--- config.mk ---
export PLATFORM = sky130hd
export DESIGN_NAME = sng_epoch_ctrl
export DESIGN_NICKNAME = d
export VERILOG_FILES = /design/src/rtl/sng_pkg.sv /design/src/rtl/sng_lfsr8_en.sv /design/src/rtl/sng_epoch_ctrl.sv
export SDC_FILE = /design/constraint.sdc
export NUM_CORES = 1
export LEC_CHECK = 0
export ABC_AREA = 1
export ABC_CLOCK_PERIOD_IN_PS = 1700
export BUFFER_PORTS_ARGS = -buffer_cell sky130_fd_sc_hd__buf_2
export CAP_MARGIN = 10
export CORE_MARGIN = 2
export CORE_UTILIZATION = 50
export CTS_CLUSTER_DIAMETER = 80
export DETAILED_ROUTE_END_ITERATION = 12
export GPL_TIMING_DRIVEN = 0
export HOLD_SLACK_MARGIN = 0.1
export PLACE_DENSITY_LB_ADDON = 0.25
export REMOVE_ABC_BUFFERS = 1
export SYNTH_ARGS = -nofsm -noshare
export SYNTH_HDL_FRONTEND = slang
export SYNTH_SLANG_ARGS = --single-unit
export TNS_END_PERCENT = 50
--- constraint.sdc ---
create_clock -name trig_i -period 1.7 [get_ports trig_i]
set_input_delay 0.085 -clock trig_i [delete_from_list [all_inputs] [get_ports trig_i]]
set_output_delay 0.085 -clock trig_i [all_outputs]
set_load 0.05 [all_outputs]
--- src/rtl/sng_pkg.sv ---
// rtl/sng_pkg.sv - shared types and constants for the stochastic number generator channel
package sng_pkg;

   typedef enum logic [1:0] {
      ST_IDLE,
      ST_LOAD,
      ST_RUN,
      ST_DONE
   } sng_state_e;

   // Taps s[7], s[3], s[2], s[1]: maximal-length, period 255.
   localparam logic [7:0] LFSR_TAPS         = 8'b1000_1110;
   localparam logic [7:0] LFSR_DEFAULT_SEED = 8'h01;

   function automatic int clog2(input longint unsigned v);
      int r;
      r = 0;
      for (int i = 0; i < 63; i++) begin
         if ((64'd1 << i) < v) r = i + 1;
      end
      return r;
   endfunction

endpackage

--- src/rtl/sng_lfsr8_en.sv ---
// rtl/sng_lfsr8_en.sv - 8-bit Fibonacci LFSR with enable and synchronous load
module sng_lfsr8_en
   import sng_pkg::*;
(
   input  logic       clk_i,
   input  logic       rst_ni,
   input  logic       en_i,
   input  logic       load_i,
   input  logic [7:0] seed_i,
   output logic [7:0] state_o
);

   logic [7:0] state_q;
   logic [7:0] state_d;

   // Load wins over enable so a fresh seed is never shifted in its load cycle.
   always_comb begin
      state_d = state_q;
      if (load_i) begin
         state_d = seed_i;
      end else if (en_i) begin
         state_d = {state_q[6:0], ^(state_q & LFSR_TAPS)};
      end
   end

   always_ff @(posedge clk_i or negedge rst_ni) begin
      if (!rst_ni) begin
         state_q <= LFSR_DEFAULT_SEED;
      end else begin
         state_q <= state_d;
      end
   end

   assign state_o = state_q;

endmodule

--- src/rtl/sng_epoch_ctrl.sv ---
// rtl/sng_epoch_ctrl.sv - one-channel SNG epoch sequencer: seeds the LFSR, streams bits, counts ones
module sng_epoch_ctrl
   import sng_pkg::*;
#(
   parameter int unsigned EPOCH_LEN = 255,
   parameter int unsigned CNT_W     = 16
) (
   input  logic             trig_i,
   input  logic             reset_ni,
   input  logic             start_i,
   input  logic             abort_i,
   input  logic [7:0]       seed_i,
   input  logic [7:0]       value_i,
   output logic             busy_o,
   output logic             stoch_out_o,
   output logic             stoch_valid_o,
   output logic             done_o,
   output logic             aborted_o,
   output logic [CNT_W-1:0] result_o
);

   if (EPOCH_LEN < 1 || EPOCH_LEN > 65535 || clog2(EPOCH_LEN + 1) > CNT_W) begin : g_bad_param
      $error("sng_epoch_ctrl: EPOCH_LEN out of range or does not fit in CNT_W");
   end

   localparam logic [CNT_W-1:0] LEN_LAST = CNT_W'(EPOCH_LEN - 1);
   localparam logic [CNT_W-1:0] CNT_ONE  = CNT_W'(1);

   sng_state_e       state_q, state_d;
   logic [7:0]       seed_q, seed_d;
   logic [7:0]       value_q, value_d;
   logic [CNT_W-1:0] ones_q, ones_d;
   logic [CNT_W-1:0] len_q, len_d;
   logic [CNT_W-1:0] result_q, result_d;
   logic             aborted_q, aborted_d;
   logic [CNT_W-1:0] ones_inc;
   logic [7:0]       lfsr_state;
   logic             hit;

   sng_lfsr8_en u_lfsr (
      .clk_i   (trig_i),
      .rst_ni  (reset_ni),
      .en_i    (state_q == ST_RUN),
      .load_i  (state_q == ST_LOAD),
      .seed_i  (seed_q),
      .state_o (lfsr_state)
   );

   assign hit      = (lfsr_state <= value_q);
   assign ones_inc = (hit && ones_q != '1) ? ones_q + CNT_ONE : ones_q;

   always_comb begin
      state_d       = state_q;
      seed_d        = seed_q;
      value_d       = value_q;
      ones_d        = ones_q;
      len_d         = len_q;
      result_d      = result_q;
      aborted_d     = aborted_q;
      busy_o        = 1'b0;
      stoch_out_o   = 1'b0;
      stoch_valid_o = 1'b0;
      done_o        = 1'b0;
      unique case (state_q)
         ST_IDLE: begin
            if (start_i) begin
               seed_d  = (seed_i == 8'h00) ? LFSR_DEFAULT_SEED : seed_i;
               value_d = value_i;
               state_d = ST_LOAD;
            end
         end
         ST_LOAD: begin
            busy_o    = 1'b1;
            ones_d    = '0;
            len_d     = '0;
            aborted_d = 1'b0;
            state_d   = ST_RUN;
            if (abort_i) begin
               aborted_d = 1'b1;
               result_d  = '0;
               state_d   = ST_DONE;
            end
         end
         ST_RUN: begin
            busy_o        = 1'b1;
            stoch_out_o   = hit;
            stoch_valid_o = 1'b1;
            len_d         = len_q + CNT_ONE;
            // RESULT is registered on the way into DONE so it is valid alongside the pulse.
            if (abort_i) begin
               aborted_d = 1'b1;
               result_d  = ones_q;
               state_d   = ST_DONE;
            end else begin
               ones_d = ones_inc;
               if (len_q == LEN_LAST) begin
                  result_d = ones_inc;
                  state_d  = ST_DONE;
               end
            end
         end
         ST_DONE: begin
            done_o  = 1'b1;
            state_d = ST_IDLE;
         end
         default: state_d = ST_IDLE;
      endcase
   end

   always_ff @(posedge trig_i or negedge reset_ni) begin
      if (!reset_ni) begin
         state_q   <= ST_IDLE;
         seed_q    <= LFSR_DEFAULT_SEED;
         value_q   <= '0;
         ones_q    <= '0;
         len_q     <= '0;
         result_q  <= '0;
         aborted_q <= 1'b0;
      end else begin
         state_q   <= state_d;
         seed_q    <= seed_d;
         value_q   <= value_d;
         ones_q    <= ones_d;
         len_q     <= len_d;
         result_q  <= result_d;
         aborted_q <= aborted_d;
      end
   end

   assign aborted_o = aborted_q;
   assign result_o  = result_q;

endmodule

==> PnR_summary.wiki, run 1 <==
{| class="wikitable"
! Metric !! Value
|-
| H-tree lvl count || 3
|-
| Sequential fraction of the synthesis area || 43.2%
|-
| Sinks on Clock Net || 75
|-
| Unrepaired setup endpoints after global routing || yes
|-
| Latest clock arrival within the worst-skew pair || around 0.36 ns
|-
| Critical path's largest stage delay || 0.37 ns
|-
| 1st-pass router iterations || 5
|-
| Total count of max-transition violations in the final report || 0
|-
| Combinational family with the most area after synthesis || simple AND/OR/NAND/NOR gates
|-
| Flops & latches, synth || 75
|-
| Nets || 685
|-
| Starting utilization of the core area || 50.6%
|-
| Sum of overflow across all layers after global routing || 0
|-
| Cell taking the most area after synthesis || sky130_fd_sc_hd__dfrtp_1
|-
| Shortest clock period the worst path allows after layout || around 1.9 ns
|-
| Area share of fa/ha/maj cells after synthesis || under 10%
|-
| Master of the slowest instance on the critical path || sky130_fd_sc_hd__dfrtp_1
|-
| Critical path endpoint category || primary output
|-
| PD cells || about 1800 nW/um2
|-
| Maximum ir drop on the vdd rail || 1.61 mV
|-
| Detailed Place HPWL || between 6000 and 7000 um
|-
| Count of synthesis-stage warnings from yosys || 0
|-
| Final antenna-violating net count || 0
|-
| CP required || 1.62 ns
|-
| Headroom to the max-slew limit || ~60%
|-
| Setup clock skew after layout || ~0.0081 ns
|-
| Violated checks || negative setup slack
|-
| Simple-gate share of the synthesized area || between 30% and 40%
|-
| Proportion of synthesized flip-flops having asynchronous set or reset || 100%
|-
| DP Area || 4630 um2
|-
| Ranking of synthesized cells by area || sky130_fd_sc_hd__dfrtp_1 (42%), sky130_fd_sc_hd__nand2_1 (14%), sky130_fd_sc_hd__nor2_1 (6.5%)
|-
| Count of unique library cells instantiated by Yosys || 38
|-
| Number of top-level pins || 41
|-
| Top cell type's share of synthesized area || 42.0%
|-
| Number of endpoints failing setup at the final stage || 33
|-
| Wire length of the first global-routing pass || 17800 um
|-
| Iter 0 DRT Violations || 233
|-
| Port Buffers || 40
|-
| Cell row count || 34
|-
| Leakage Power || 2.76 nW
|-
| Highest attainable clock frequency || 0.518 GHz
|-
| TritonCTS buffer count || 9
|-
| Core ar. || 8590 um2
|-
| Max FO, Critical Path || 3
|-
| Worst Max-Slew Pin Slew || 0.605 ns
|-
| Fraction of synthesized area in multiplexers || 1.30%
|-
| Final Hold Slack || 0.126 ns
|-
| DRC violations left || 0
|-
| List of most frequent post-synthesis cells || sky130_fd_sc_hd__nand2_1 (157), sky130_fd_sc_hd__nor2_1 (75), sky130_fd_sc_hd__dfrtp_1 (73)
|-
| Class of the worst hold path || in -> async
|-
| Number of buffers between clock root and the deepest sink || 2
|-
| Post-layout instance area || 5550 um2
|-
| Share of post-route cells with drive strength above 1 || 28.3%
|-
| Worst Slack Setup Final || -0.231 ns
|-
| Ordered cell list for the critical path || inv_1, ha_4, a21o_1, nor2_1, nand2_2, nand2_4, inv_4, nor2_4, buf_6
|-
| Final estimated routing congestion in global placement || 0.811
|-
| Primary flip-flop cell chosen by synthesis mapping || sky130_fd_sc_hd__dfrtp_1
|-
| Full die area || approximately 9500 um2
|-
| Total inserted antenna cells || 0
|-
| Dominant cell by count in the synthesized netlist || sky130_fd_sc_hd__nand2_1
|-
| Period Utilization, post-route || 114%
|-
| Summed instance area of the synthesized netlist || between 4000 and 5000 um2
|-
| Post-synthesis to final-layout area growth || 27.7%
|-
| Final Instance Count excl. Fillers || around 760
|-
| Number of cells in the design after placement || 698
|-
| Hold Violations, Final || 0
|-
| Die boundary height || 97.2 um
|-
| Startpoint kind of the worst setup timing path || flip-flop
|-
| Mapped Avg Cell Area || 7.71 um2
|-
| Xor/xnor cell area share of the yosys netlist || around 2.2%
|-
| Data arrival, critical path || 1.85 ns
|-
| Average detailed-routed wire length per instance || around 14 um
|-
| CTS tree || yes
|-
| EDFF count, synth || 0
|-
| Syn Inst Count || between 500 and 600
|-
| Die boundary width || 97.2 um
|-
| Final routed wirelength across all metal layers || 10600 um
|-
| Via count || 4075
|-
| Root buffer selected by CTS || sky130_fd_sc_hd__clkbuf_8
|-
| Overall track demand over capacity in global routing || a little under a quarter
|-
| Area fraction in compound gates after synthesis || 9.47%
|-
| Critical path class || reg -> out
|-
| Detailed-route vias per instance || 5.35
|-
| Max-cap viol count || 0
|-
| Number of antenna violations at the first check in global routing || 0
|-
| Clock edge transition at the registers on the reported setup and hold paths || 0.08 ns
|-
| Maximum number of pins on one net before global-route repair || 61
|-
| Vias in the first global route || 3843
|-
| Outcome || finished with violations
|}
-- routing by layer --
layer	GRT usage, %	up-vias	routed length (um)
met5	0	-	0
met4	9.40	0	257
met3	3.02	25	390
met2	40.4	107	5390
met1	29.0	1949	4580
li1	-	1994	-
-- cell type report --
class	instances	area, um2
clock inverters	4	50.0
flip-flops and latches	75	1880
inverters	62	251
repair buffers	85	634
clock buffers	12	155
multi-input cells	416	2440
well taps	108	135
fillers	736	3040
-- registers in the layout, summed over array words and instances (netlist names) --
name,count
ones_q,16
u_lfsr.state_o,8
value_q,8
state_q,2
seed_q,8
len_q,16
result_o,16
aborted_o,1
-- where the power goes --
group | internal, mW | total, mW | switching, mW
Sequential | 2.36 | 2.79 | 0.426
Combinational | 2.20 | 5.91 | 3.71
Clock | 0.757 | 1.44 | 0.684
Total | 5.32 | 10.1 | 4.82
-- cell usage in the layout (no fill, tap or decap), types with 2 or more instances in the layout --
cell type and n:
sky130_fd_sc_hd__a21oi_1 17, sky130_fd_sc_hd__a31oi_1 2, sky130_fd_sc_hd__buf_12 2, sky130_fd_sc_hd__buf_2 38
sky130_fd_sc_hd__buf_4 26, sky130_fd_sc_hd__clkbuf_8 11, sky130_fd_sc_hd__clkinv_2 2, sky130_fd_sc_hd__clkinvlp_4 4
sky130_fd_sc_hd__dfrtp_1 70, sky130_fd_sc_hd__dfrtp_2 3, sky130_fd_sc_hd__dfstp_2 2, sky130_fd_sc_hd__dlygate4sd3_1 17
sky130_fd_sc_hd__ha_1 11, sky130_fd_sc_hd__ha_4 5, sky130_fd_sc_hd__inv_1 47, sky130_fd_sc_hd__inv_2 8
sky130_fd_sc_hd__inv_4 4, sky130_fd_sc_hd__mux2_2 5, sky130_fd_sc_hd__nand2_1 138, sky130_fd_sc_hd__nand2_2 28
sky130_fd_sc_hd__nand2_4 6, sky130_fd_sc_hd__nand2_8 3, sky130_fd_sc_hd__nand3_1 21, sky130_fd_sc_hd__nand3_2 11
sky130_fd_sc_hd__nand3_4 2, sky130_fd_sc_hd__nand4_1 7, sky130_fd_sc_hd__nor2_1 71, sky130_fd_sc_hd__nor2_2 5
sky130_fd_sc_hd__nor2_4 7, sky130_fd_sc_hd__nor3_1 2, sky130_fd_sc_hd__nor3_2 4, sky130_fd_sc_hd__nor3_4 2
sky130_fd_sc_hd__o21ai_0 31, sky130_fd_sc_hd__o21ai_1 4, sky130_fd_sc_hd__o22ai_1 12, sky130_fd_sc_hd__xnor2_1 3
sky130_fd_sc_hd__xor2_1 8
-- worst paths after layout --
check | startpoint | endpoint | slack (ns) | cells after the start
worst max-delay path | value_q[7] | stoch_out_o | -0.23 | 9
worst min-delay path | reset_ni | result_o[3] | 0.13 | 2
worst max register to register | value_q[7] | result_o[0] | -0.20 | 12
worst min register to register | result_o[8] | result_o[8] | 0.48 | 2
max in group asynchronous | reset_ni | u_lfsr.state_o[0] | 0.94 | 3
min in group trig_i | start_i | state_q[0] | 0.14 | 4
-- stage by stage --
stage	util, %	worst slack, ns	total power, mW	TNS [ns]
5_1_grt	64.6	-0.317	10.9	-7.72
4_1_cts	63.0	-0.266	9.70	-5.51
3_5_place_dp	53.8	-0.872	7.12	-35.43
2_1_floorplan	-	-0.695	6.05	-21.81
3_3_place_gp	53.5	-0.819	6.96	-30.96
6_report	64.6	-0.231	10.1	-2.88
-- critical path: cells and delay by family, from the launching register on --
kind	cells	cell delay, ns
AO/OA/AOI/OAI	1	0.15
flip-flops	1	0.37
buffers and inverters	3	0.32
AND/OR/NAND/NOR	4	0.41
adder cells (fa/ha/maj)	1	0.23
-- cell families after synthesis --
logic type / count (synthesis)
buffers and inverters: 77
AOI/OAI and AO/OA: 75
and+or+nand+nor: 305
adders and majority gates: 16
DFF: 75
muxes: 5
xor gates and xnor gates: 11
-- repair_timing --
item,4_1_cts,5_1_grt
hold buffers,17,0
gates cloned,3,1
resized for setup,46,34
hold endpoints to repair,89,0
setup endpoints to repair,76,46
buffers inserted,25,3
pin swaps,10,15
Note: power is estimated with default switching activity, not from simulation.
==> run 2: changes to the inputs <==
--- a/config.mk
+++ b/config.mk
@@ -5,17 +5,17 @@
 export SDC_FILE = /design/constraint.sdc
 export NUM_CORES = 1
 export LEC_CHECK = 0
-export ABC_AREA = 1
+export ABC_AREA = 0
 export ABC_CLOCK_PERIOD_IN_PS = 1700
 export BUFFER_PORTS_ARGS = -buffer_cell sky130_fd_sc_hd__buf_2
 export CAP_MARGIN = 10
 export CORE_MARGIN = 2
-export CORE_UTILIZATION = 50
+export CORE_UTILIZATION = 54
 export CTS_CLUSTER_DIAMETER = 80
 export DETAILED_ROUTE_END_ITERATION = 12
 export GPL_TIMING_DRIVEN = 0
 export HOLD_SLACK_MARGIN = 0.1
-export PLACE_DENSITY_LB_ADDON = 0.25
+export PLACE_DENSITY = 0.77
 export REMOVE_ABC_BUFFERS = 1
 export SYNTH_ARGS = -nofsm -noshare
 export SYNTH_HDL_FRONTEND = slang
==> run 2 against run 1 <==
Net effect:
- the flow still finishes with violations (negative setup slack)
- via count is 0.52% lower
- register-to-register slack got worse by 0.29 ns
- sequential share of layout area decreased by 0.79 points
- maximum frequency is 13% lower
- clock power is 18% higher
- non-clock buffer count up 15
- final cell count down 16%
- final area is 2.4% higher
- clock skew increased by 0.0039 ns
- wire length is 17% higher
- critical path type unchanged
- critical endpoint unchanged
- highest routed layer unchanged
==> PnR_summary.wiki, run 2 <==
{| class="wikitable"
! Metric !! Value
|-
| Total power consumption of the routed design || 10.5 mW (was 10.1 mW)
|-
| Area share of fa/ha/maj cells after synthesis || 4.63% (was 4.61%)
|-
| Primary flip-flop cell chosen by synthesis mapping || sky130_fd_sc_hd__dfrtp_1 (unchanged)
|-
| Outcome || finished with violations (unchanged)
|-
| Master of the slowest instance on the critical path || sky130_fd_sc_hd__dfrtp_1 (unchanged)
|-
| Data arrival, critical path || 2.13 ns (was 1.85 ns)
|-
| Average detailed-routed wire length per instance || 19.4 um (was 13.9 um)
|-
| Total of fill cells in the finished design || 495 (was 736)
|-
| Wire length of the first global-routing pass || 19300 um (was 17800 um)
|-
| Final estimated routing congestion in global placement || 0.826 (was 0.811)
|-
| Maximum ir drop on the vdd rail || 1.22 mV (was 1.61 mV)
|-
| Mapped Avg Cell Area || 9.59 um2 (was 7.71 um2)
|-
| Setup TNS || -13.83 ns (was -2.88 ns)
|-
| EDFF count, synth || 0 (unchanged)
|-
| Number of buffers between clock root and the deepest sink || 2 (unchanged)
|-
| Max FO, Critical Path || 2 (was 3)
|-
| Number of top-level pins || 41 (unchanged)
|-
| Full die area || 8740 um2 (was 9460 um2)
|-
| CP required || 1.62 ns (about the same)
|-
| Dominant cell by count in the synthesized netlist || sky130_fd_sc_hd__dfrtp_1 (was sky130_fd_sc_hd__nand2_1)
|-
| Period Utilization, post-route || 130% (was 114%)
|-
| Number of endpoints failing setup at the final stage || 35 (was 33)
|-
| Final routed wirelength across all metal layers || 12400 um (was 10600 um)
|-
| Highest attainable clock frequency || 0.451 GHz (was 0.518 GHz)
|-
| Post-synthesis to final-layout area growth || 31.3% (was 27.7%)
|-
| Unrepaired setup endpoints after global routing || yes (unchanged)
|-
| Fraction of synthesized area in multiplexers || 6.02% (was 1.30%)
|-
| List of most frequent post-synthesis cells || sky130_fd_sc_hd__dfrtp_1 (73), sky130_fd_sc_hd__nand2_1 (39), sky130_fd_sc_hd__nor2_1 (31) (was sky130_fd_sc_hd__nand2_1 (157), sky130_fd_sc_hd__nor2_1 (75), sky130_fd_sc_hd__dfrtp_1 (73))
|-
| CTS tree || yes (unchanged)
|-
| Sum of overflow across all layers after global routing || 0 (unchanged)
|-
| Number of cells in the design after placement || 560 (was 698)
|-
| Switching power of the nets || 4.75 mW (was 4.82 mW)
|-
| Cell row count || 32 (was 34)
|-
| Sinks on Clock Net || 75 (unchanged)
|-
| DRC violations left || 0 (unchanged)
|-
| Area taken by flip-flops and latches || 1880 um2 (unchanged)
|-
| Overall track demand over capacity in global routing || 28.0% (was 23.1%)
|-
| Worst Max-Slew Pin Slew || 0.741 ns (was 0.605 ns)
|-
| Via count || 4054 (was 4075)
|-
| Count of synthesis-stage warnings from yosys || 0 (unchanged)
|-
| Commonest cells after routing, fill and taps aside || sky130_fd_sc_hd__dfrtp_1 (70), sky130_fd_sc_hd__nand2_1 (38), sky130_fd_sc_hd__buf_2 (38) (was sky130_fd_sc_hd__nand2_1 (138), sky130_fd_sc_hd__nor2_1 (71), sky130_fd_sc_hd__dfrtp_1 (70))
|-
| Summed instance area of the synthesized netlist || 4330 um2 (was 4350 um2)
|-
| Ordered cell list for the critical path || ha_4, a211oi_2, nor2_2, and4bb_4, or2_4, and2_4, buf_8 (was inv_1, ha_4, a21o_1, nor2_1, nand2_2, nand2_4, inv_4, nor2_4, buf_6)
|-
| Vias in the first global route || 3917 (was 3843)
|-
| Simple-gate share of the synthesized area || 18.4% (was 31.8%)
|-
| Syn Inst Count || 451 (was 564)
|-
| Flops & latches, synth || 75 (unchanged)
|-
| Total buffers and inverters traversed by the critical path || 1 (was 3)
|-
| Switching part of the total || 45.1% (was 47.6%)
|-
| Total inserted antenna cells || 0 (unchanged)
|-
| Shortest clock period the worst path allows after layout || 2.22 ns (was 1.93 ns)
|-
| H-tree lvl count || 3 (unchanged)
|-
| Maximum number of pins on one net before global-route repair || 62 (was 61)
|-
| Clock group share of total power || 16.1% (was 14.2%)
|-
| Critical path class || reg -> out (unchanged)
|-
| Iter 0 DRT Violations || 405 (was 233)
|-
| Share of power burned in combinational logic || 60.1% (was 58.3%)
|-
| Detailed-route vias per instance || 6.35 (was 5.35)
|-
| Number of antenna violations at the first check in global routing || 0 (unchanged)
|-
| Clock edge transition at the registers on the reported setup and hold paths || 0.09 ns (was 0.08 ns)
|-
| Setup clock skew after layout || 0.0120 ns (was 0.00809 ns)
|-
| Leakage Power || 2.47 nW (was 2.76 nW)
|-
| Ranking of synthesized cells by area || sky130_fd_sc_hd__dfrtp_1 (42%), sky130_fd_sc_hd__ha_1 (4.6%), sky130_fd_sc_hd__mux2_2 (4.2%) (was sky130_fd_sc_hd__dfrtp_1 (42%), sky130_fd_sc_hd__nand2_1 (14%), sky130_fd_sc_hd__nor2_1 (6.5%))
|-
| Worst reg-to-reg setup slack || -0.49 ns (was -0.20 ns)
|-
| PD cells || 1850 nW/um2 (was 1830 nW/um2)
|-
| Top cell type's share of synthesized area || 42.2% (was 42.0%)
|-
| Worst Slack Setup Final || -0.518 ns (was -0.231 ns)
|-
| Root buffer selected by CTS || sky130_fd_sc_hd__clkbuf_8 (unchanged)
|-
| FF-to-FF path depth || 9 (was 12)
|-
| Final Instance Count excl. Fillers || 638 (was 762)
|-
| Cell taking the most area after synthesis || sky130_fd_sc_hd__dfrtp_1 (unchanged)
|-
| Combinational family with the most area after synthesis || compound AO/OA/AOI/OAI gates (was simple AND/OR/NAND/NOR gates)
|-
| Internal power consumption || 5.79 mW (was 5.32 mW)
|-
| Detailed Place HPWL || 6280 um (was 6410 um)
|-
| Core ar. || 7730 um2 (was 8590 um2)
|-
| Die boundary width || 93.5 um (was 97.2 um)
|-
| Sequential fraction of the synthesis area || 43.4% (was 43.2%)
|-
| Critical path's largest stage delay || 0.44 ns (was 0.37 ns)
|-
| Violated checks || negative setup slack (unchanged)
|-
| Max-cap viol count || 0 (unchanged)
|-
| Nets || 567 (was 685)
|-
| Die boundary height || 93.5 um (was 97.2 um)
|-
| Final Hold Slack || 0.115 ns (was 0.126 ns)
|-
| Share of post-route cells with drive strength above 1 || 36.2% (was 28.3%)
|-
| 1st-pass router iterations || 5 (unchanged)
|-
| Most common library cell in the layout ignoring fill and taps || sky130_fd_sc_hd__dfrtp_1 (was sky130_fd_sc_hd__nand2_1)
|-
| Total count of max-transition violations in the final report || 0 (unchanged)
|-
| Hold Violations, Final || 0 (unchanged)
|-
| Latest clock arrival within the worst-skew pair || 0.37 ns (was 0.36 ns)
|-
| Register share of total power || 23.8% (was 27.5%)
|-
| Startpoint kind of the worst setup timing path || flip-flop (unchanged)
|-
| Proportion of synthesized flip-flops having asynchronous set or reset || 100% (unchanged)
|-
| Port Buffers || 40 (unchanged)
|-
| Count of unique library cells instantiated by Yosys || 56 (was 38)
|-
| Crit Reg-Reg Startpoint || u_lfsr.state_o[5] (was value_q[7])
|-
| Area fraction in compound gates after synthesis || 18.7% (was 9.47%)
|-
| TritonCTS buffer count || 9 (unchanged)
|-
| Starting utilization of the core area || 56.0% (was 50.6%)
|-
| Worst path top cell family by delay || simple AND/OR/NAND/NOR gates (unchanged)
|-
| Worst reg2reg endpoint || result_o[3] (was result_o[0])
|-
| Final antenna-violating net count || 0 (unchanged)
|-
| Critical path endpoint category || primary output (unchanged)
|-
| Xor/xnor cell area share of the yosys netlist || 2.63% (was 2.22%)
|-
| Class of the worst hold path || in -> async (unchanged)
|-
| Headroom to the max-slew limit || 50.6% (was 59.6%)
|-
| Area of the multi-input gates || 2580 um2 (was 2440 um2)
|}
[run 2: changes by cell type after synthesis, sizes merged, moves of 13 or more]
cell | previous run | this run
nand2 | 172 | 39
nor2 | 83 | 33
inv | 61 | 22
a31oi | 2 | 24
nand3 | 33 | 18
o211ai | 1 | 16
nand4 | 7 | 21
buf | 9 | 22
o21ai | 37 | 24
[run 2: per-stage QoR]
stage / utilization, % / area [um2] / worst slack, ns
floorplan: - / 4140 / -1.59
global placement: 57.9 / 4470 / -1.91
detailed placement: 58.6 / 4530 / -1.56
CTS: 70.3 / 5430 / -0.434
global route: 73.5 / 5680 / -0.567
finish: 73.5 / 5680 / -0.518
[run 2: area by class of cell]
type,instances,area share [%]
Timing Repair Buffer,100,13.4
Sequential cell,75,33.1
Tap cell,102,2.25
Clock inverter,6,2.00
Multi-Input combinational cell,323,45.4
Inverter,22,1.50
Clock buffer,10,2.25
[run 2: logic make-up after synthesis]
kind of cell | Yosys count
flip-flops | 75
adder cells (fa/ha/maj) | 16
AND/OR/NAND/NOR | 150
multiplexers | 24
buffers and inverters | 58
XOR/XNOR | 13
AO/OA/AOI/OAI | 115
[run 2: what timing repair did]
action	in CTS	in global routing
pin swaps	28	39
buffers inserted	30	10
endpoints found under the setup margin	68	50
hold buffers	17	0
resized for setup	49	42
hold endpoints to repair	89	0
cloned	4	2
[run 2: worst max path at each step]
stage	to	startpoint	slack, ns	cells past startpoint
2_1_floorplan	result_o[10]	state_q[0]	-1.59	7
5_1_grt	result_o[3]	u_lfsr.state_o[5]	-0.57	9
3_5_place_dp	ones_q[4]	state_q[0]	-1.56	6
4_1_cts	stoch_out_o	value_q[5]	-0.43	8
6_report	stoch_out_o	u_lfsr.state_o[5]	-0.52	7
3_3_place_gp	result_o[10]	len_q[0]	-1.91	8
[run 2: routing by layer]
metal / vias to the layer above / GRT usage, % / part of all wire (%)
met2: 221 / 47.4 / 50
met5: - / 0 / 0
met3: 42 / 4.27 / 7.1
met1: 1953 / 35.2 / 39
met4: 0 / 12.9 / 3.4
li1: 1838 / - / -
[run 2: power by group through the flow]
stage	sequential, mW	clock [mW]	combinational, mW
floorplan	2.57	0	2.63
global placement	2.52	0	3.37
detailed placement	2.54	0	3.57
CTS	2.47	1.68	5.31
global route	2.55	1.77	6.66
finish	2.51	1.70	6.34
